## src/rtl/wb_upsizer_pkg.sv

```systemverilog
// rtl/wb_upsizer_pkg.sv - Wishbone cycle-type constants and lane/alignment helpers for wb_upsizer
package wb_upsizer_pkg;

   localparam logic [2:0] CTI_CLASSIC = 3'b000;
   localparam logic [2:0] CTI_CONST   = 3'b001;
   localparam logic [2:0] CTI_INCR    = 3'b010;
   localparam logic [2:0] CTI_EOB     = 3'b111;

   localparam logic [1:0] BTE_LINEAR  = 2'b00;
   localparam logic [1:0] BTE_WRAP4   = 2'b01;
   localparam logic [1:0] BTE_WRAP8   = 2'b10;
   localparam logic [1:0] BTE_WRAP16  = 2'b11;

   // Which narrow lane of the wide word a byte address falls in.
   function automatic logic [31:0] lane_index(input logic [63:0] adr,
                                              input int unsigned byte_bits,
                                              input int unsigned lane_bits);
      logic [63:0] mask;
      mask = (64'd1 << lane_bits) - 64'd1;
      return 32'((adr >> byte_bits) & mask);
   endfunction

   function automatic logic [63:0] align_addr(input logic [63:0] adr,
                                              input int unsigned off_bits);
      return adr & ~((64'd1 << off_bits) - 64'd1);
   endfunction

endpackage

```

## src/rtl/wb_upsizer_rdbuf.sv

```systemverilog
// rtl/wb_upsizer_rdbuf.sv - single-line read buffer (data/tag/valid, hit detect); present only with WB_UPSIZER_READ_BUF_EN
`ifdef WB_UPSIZER_READ_BUF_EN
module wb_upsizer_rdbuf #(
   parameter int DW_OUT = 64,
   parameter int AW     = 32
) (
   input  logic              clk,
   input  logic              rst_n,
   input  logic              cyc,
   input  logic              stb,
   input  logic              we,
   input  logic [AW-1:0]     line_adr,
   input  logic              m_ack,
   input  logic              m_err,
   input  logic              m_rty,
   input  logic [DW_OUT-1:0] m_dat,
   output logic              hit,
   output logic [DW_OUT-1:0] buf_dat
);

   logic [AW-1:0] tag;
   logic          valid;

   assign hit = valid & (tag == line_adr) & cyc & stb & ~we;

   always_ff @(posedge clk) begin
      if (!rst_n) begin
         valid   <= 1'b0;
         tag     <= '0;
         buf_dat <= '0;
      end else if (!cyc || (stb && we) || m_err || m_rty) begin
         valid <= 1'b0;
      end else if (stb && !hit && m_ack) begin
         // Only a clean downstream read completion may fill the line.
         valid   <= 1'b1;
         tag     <= line_adr;
         buf_dat <= m_dat;
      end
   end

endmodule
`endif

```

## src/rtl/wb_upsizer.sv

```systemverilog
// rtl/wb_upsizer.sv - narrow-to-wide Wishbone bridge; optional read buffer under WB_UPSIZER_READ_BUF_EN
module wb_upsizer
   import wb_upsizer_pkg::*;
#(
   parameter int DW_IN = 32,
   parameter int SCALE = 2,
   parameter int AW    = 32
) (
   input  logic                      wb_clk_i,
   input  logic                      wb_rst_i,
   input  logic [AW-1:0]             wbs_adr_i,
   input  logic [DW_IN-1:0]          wbs_dat_i,
   input  logic [DW_IN/8-1:0]        wbs_sel_i,
   input  logic                      wbs_we_i,
   input  logic                      wbs_cyc_i,
   input  logic                      wbs_stb_i,
   input  logic [2:0]                wbs_cti_i,
   input  logic [1:0]                wbs_bte_i,
   output logic [DW_IN-1:0]          wbs_dat_o,
   output logic                      wbs_ack_o,
   output logic                      wbs_err_o,
   output logic                      wbs_rty_o,
   output logic [AW-1:0]             wbm_adr_o,
   output logic [DW_IN*SCALE-1:0]    wbm_dat_o,
   output logic [DW_IN*SCALE/8-1:0]  wbm_sel_o,
   output logic                      wbm_we_o,
   output logic                      wbm_cyc_o,
   output logic                      wbm_stb_o,
   output logic [2:0]                wbm_cti_o,
   output logic [1:0]                wbm_bte_o,
   input  logic [DW_IN*SCALE-1:0]    wbm_dat_i,
   input  logic                      wbm_ack_i,
   input  logic                      wbm_err_i,
   input  logic                      wbm_rty_i
);

   localparam int          DW_OUT    = DW_IN * SCALE;
   localparam int          SELW_IN   = DW_IN / 8;
   localparam int          SELW_OUT  = DW_OUT / 8;
   localparam int unsigned BYTE_BITS = $clog2(SELW_IN);
   localparam int unsigned LANE_BITS = $clog2(SCALE);
   localparam int unsigned OFF_BITS  = $clog2(SELW_OUT);

   logic [31:0]       lane;
   logic [AW-1:0]     line_adr;
   logic              run;
   logic              acc;
   logic              hit;
   logic [DW_OUT-1:0] buf_dat;
   logic [DW_OUT-1:0] rd_src;
   logic              unused;

   assign run      = wb_rst_i;
   assign acc      = run & wbs_cyc_i & wbs_stb_i;
   assign lane     = lane_index(64'(wbs_adr_i), BYTE_BITS, LANE_BITS);
   assign line_adr = AW'(align_addr(64'(wbs_adr_i), OFF_BITS));

   assign wbm_adr_o = line_adr;
   assign wbm_dat_o = {SCALE{wbs_dat_i}};
   assign wbm_sel_o = SELW_OUT'(SELW_OUT'(wbs_sel_i) << (lane * SELW_IN));
   assign wbm_we_o  = wbs_we_i;
   assign wbm_cti_o = CTI_CLASSIC;
   assign wbm_bte_o = BTE_LINEAR;
   assign wbm_cyc_o = run & wbs_cyc_i;
   assign wbm_stb_o = acc & ~hit;

   // err outranks rty outranks ack so a misbehaving slave can never raise two at once.
   assign wbs_err_o = acc & ~hit & wbm_err_i;
   assign wbs_rty_o = acc & ~hit & ~wbm_err_i & wbm_rty_i;
   assign wbs_ack_o = acc & (hit | (wbm_ack_i & ~wbm_err_i & ~wbm_rty_i));

   assign rd_src    = hit ? buf_dat : wbm_dat_i;
   assign wbs_dat_o = DW_IN'(rd_src >> (lane * DW_IN));

`ifdef WB_UPSIZER_READ_BUF_EN
   wb_upsizer_rdbuf #(
      .DW_OUT (DW_OUT),
      .AW     (AW)
   ) u_rdbuf (
      .clk      (wb_clk_i),
      .rst_n    (wb_rst_i),
      .cyc      (wbs_cyc_i),
      .stb      (wbs_stb_i),
      .we       (wbs_we_i),
      .line_adr (line_adr),
      .m_ack    (wbm_ack_i),
      .m_err    (wbm_err_i),
      .m_rty    (wbm_rty_i),
      .m_dat    (wbm_dat_i),
      .hit      (hit),
      .buf_dat  (buf_dat)
   );
   assign unused = &{1'b0, wbs_cti_i, wbs_bte_i};
`else
   assign hit     = 1'b0;
   assign buf_dat = '0;
   assign unused  = &{1'b0, wb_clk_i, wbs_cti_i, wbs_bte_i};
`endif

endmodule

```

## config.mk

```make
export PLATFORM = sky130hd
export DESIGN_NAME = wb_upsizer
export DESIGN_NICKNAME = d
export VERILOG_FILES = /design/src/rtl/wb_upsizer_pkg.sv /design/src/rtl/wb_upsizer_rdbuf.sv /design/src/rtl/wb_upsizer.sv
export SDC_FILE = /design/constraint.sdc
export NUM_CORES = 1
export LEC_CHECK = 0
export ABC_AREA = 1
export BUFFER_PORTS_ARGS = -buffer_cell sky130_fd_sc_hd__clkbuf_2
export CORE_AREA = 2 2 114 116
export DETAILED_ROUTE_END_ITERATION = 16
export DIE_AREA = 0 0 116 118
export PLACE_DENSITY = 0.54
export SLEW_MARGIN = 5
export SYNTH_ARGS = -nofsm -noshare
export SYNTH_HDL_FRONTEND = slang
export SYNTH_SLANG_ARGS = --single-unit
```

## constraint.sdc

```tcl
create_clock -name vclk -period 0.8
set_clock_uncertainty 0.1 [all_clocks]
set_input_delay 0.04 -clock vclk [all_inputs]
set_output_delay 0.04 -clock vclk [all_outputs]
set_load 0.02 [all_outputs]
```

* Word-level counts from Yosys, hierarchy flattened *
Cells that the tools add are included.

word-level totals
  register bits after elaboration = 0
  input port bits = 145
  output and inout port bits = 147
  word-level logic and storage cells = 12

cells by class
  shift operators = 2
  bitwise logic cells = 10

operator list
  cell             count
  $shr A64 B6 Y32  1
  $and A1 B1 Y1    8
  $shl A4 B3 Y8    1
  $not A1 Y1       2

* Logic depth before layout (Yosys ltp) *
  depth after elaboration = 4
  mapped depth = 4
  depth with buffers taken out = 4

* Worst setup path before layout *
Ideal clock, no wire load.

  path kind = in2out
  start point = in wbs_adr_i[2]
  end point = out wbs_dat_o[31]
  arrival time = 665 ps
  data required time = 660 ps
  path slack = -5 ps
  stages on the path = 2
  path buffers = 1
  path through = buf_6 > o21ai_0

on the way
  word-level cells in the longest chain between the ends = 1

RTL lines
  what             RTL line          RTL
  start, declared  wb_upsizer.sv:11  input logic [AW-1:0] wbs_adr_i,
  $shr A64 B6 Y32  wb_upsizer.sv:73  assign wbs_dat_o = DW_IN'(rd_src >> (lane * DW_IN));
  end, declared    wb_upsizer.sv:19  output logic [DW_IN-1:0] wbs_dat_o,

No other way between the ends.

* Worst setup path after layout *
  start point = in wbs_adr_i[2]
  end point = out wbs_dat_o[19]

Same word-level chain as after synthesis.

==> flow_metrics.tcl <==
set metrics [dict create \
    setup_tns_ps 0 \
    portBuffers 120 \
    place_area_mm2 0.00147 \
    track_usage 0.0667 \
    grt_first_pass_wirelength_um 6980 \
    gp_congestion 0.670 \
    die-height_um 118 \
    syn-cell-area_mm2 0.00146 \
    cp_slowest_cell "clkbuf_8" \
    grt_pass1_vias 1236 \
    critPathMaxStageDelay_ps 150 \
    layout.nets 408 \
    fin_crit_ps 773 \
    ys_seq_area_frac 0 \
    failed_checks "hold timing" \
    max-vdd-ir-drop_uv 200 \
    layout-drive-gt1-share 0.636 \
    path_buf_inv 3 \
    crit_path_end_kind "output pin" \
    status "finished, violations left" \
    wire_per_inst_um 11.4 \
    start_kind "primary input" \
    multiInputGateArea_um2 587 \
    antenna_found_initial 0 \
    path_delay_family "buffers and inverters" \
    cp_data_arrival_time_ps 630 \
    crit_end "wbs_dat_o[19]" \
    slew_violations 0 \
    holdWs_ps -20.0 \
    seq_cell_count 0 \
    clkbuf_count 0 \
    via_per_inst 2.94 \
    required_ps 660 \
    synth_top_area_frac 0.524 \
    crit_path_frequent_cell "buf_16" \
    num_vias 1271 \
    crit_type "in2out" \
    finalSetupViolCount 0 \
    fmax_mhz 1290 \
    ioPinCount 292 \
    diodes 0 \
    drc_errors 0 \
    finalHoldViolCount 94 \
    cp-startpoint "wbs_adr_i[2]" \
    period_share 0.967 \
    p_per_area_mw_per_mm2 615 \
    grt_setup_unrepaired "false" \
    synthCells 234 \
    overflow 0 \
    detail-route-antenna-nets 0 \
    start_util 0.118 \
    syn_area_per_cell_um2 6.25 \
    dieArea_mm2 0.0137 \
    syn2layout_area_growth_pct 36.2 \
    postRouteWirelength_um 4920 \
    hp-start "wbs_adr_i[15]" \
    drt-pass1-iter-count 3 \
    grt_max_degree 13 \
    ff_latch_area_um2 0 \
    die_w_um 116 \
    hold_class "in2out" \
    ys_types 11 \
    cp.depth 5 \
    fill_cells 1489 \
    crit_fanout 6 \
    post-dp-hpwl_um 3670 \
    yosys-top-cells-area "buf_4 52%, o21ai_2 15%, inv_1 11%" \
    synth.largest_area_cell "buf_4" \
    row_count 41 \
    drt_first_iter_violations 9 \
    yosys_warnings 0 \
    path_cells "buf_16, buf_16, nand2_1, o21ai_4, clkbuf_8" \
    final_cell_area_mm2 0.00199 \
    max-cap-violations 0 \
    placeableCoreArea_mm2 0.0124 \
    leakage_nw 1.15 \
]
## Yosys cell counts
| cell | number |
|---|---|
| buf_4 | 102 |
| inv_1 | 44 |
| nand2_1 | 39 |
| o21ai_2 | 25 |
| buf_6 | 7 |
| nor2_1 | 7 |
| o21ai_1 | 5 |
| o21ai_0 | 2 |
| buf_8 | 1 |
| conb_1 | 1 |
| nand4_1 | 1 |
## metal layers
layer  global-route usage  routed length [um]  vias to the layer above
met2                0.122                2510                       94
met3               0.0149                 500                       40
met5                    0                   0                        -
met4               0.0372                 297                        0
met1               0.0682                1610                      503
li1                     -                   -                      634
## cell usage in the layout, fill, tap and decap left out, types with 2 or more instances in the layout
cell,instances
conb_1,8
nand2_2,6
buf_4,5
o21ai_2,18
buf_8,3
nand2_1,33
buf_16,10
buf_2,7
clkbuf_8,10
o21ai_4,12
o21ai_1,2
inv_1,44
nor2_1,7
clkbuf_2,93
## worst min-delay path by stage
stage | end | slack (ps) | depth (start not counted)
3_5_place_dp | wbm_adr_o[10] | -20 | 0
4_1_cts | wbm_adr_o[10] | -20 | 0
5_1_grt | wbm_adr_o[29] | -20 | 0
6_report | wbm_adr_o[15] | -20 | 0
2_1_floorplan | wbm_adr_o[10] | 90 | 1
3_3_place_gp | wbm_adr_o[10] | -20 | 0
## power breakdown
part / switching, W / internal [W] / leakage [nW]
registers: 0 / 0 / 0
logic: 0.000625 / 0.000598 / 1.15
clock network: 0 / 0 / 0
total: 0.000625 / 0.000598 / 1.15
## final cells by class
class	instances	area share
Inverter	44	0.0830
Multi-Input combinational cell	87	0.295
Timing Repair Buffer	130	0.514
Tap cell	172	0.108
## cells by family after synthesis
logic type | synth area share
buffers and inverters | 0.701
AND/OR/NAND/NOR | 0.122
AO/OA/AOI/OAI | 0.174
other | 0.00257
## stage by stage
| stage | setup slack [ps] | total power [W] | utilization | instances |
|---|---|---|---|---|
| 3_3_place_gp | -349 | 0.000878 | 0.119 | 425 |
| 4_1_cts | -1.38 | 0.00123 | 0.158 | 433 |
| 6_report | 26.7 | 0.00122 | 0.160 | 433 |
| 2_1_floorplan | -5.18 | 0.00125 | - | 241 |
| 3_5_place_dp | -333 | 0.000880 | 0.119 | 425 |
| 5_1_grt | 0.243 | 0.00133 | 0.160 | 433 |
## what timing repair did
item,in CTS,in global routing
cloned,8,0
setup endpoints to repair,36,18
endpoints found under the hold margin,94,94
resized for setup,65,24
buffers inserted,0,0
pin swaps,7,0
No activity file was read; power rests on OpenSTA's default activity.
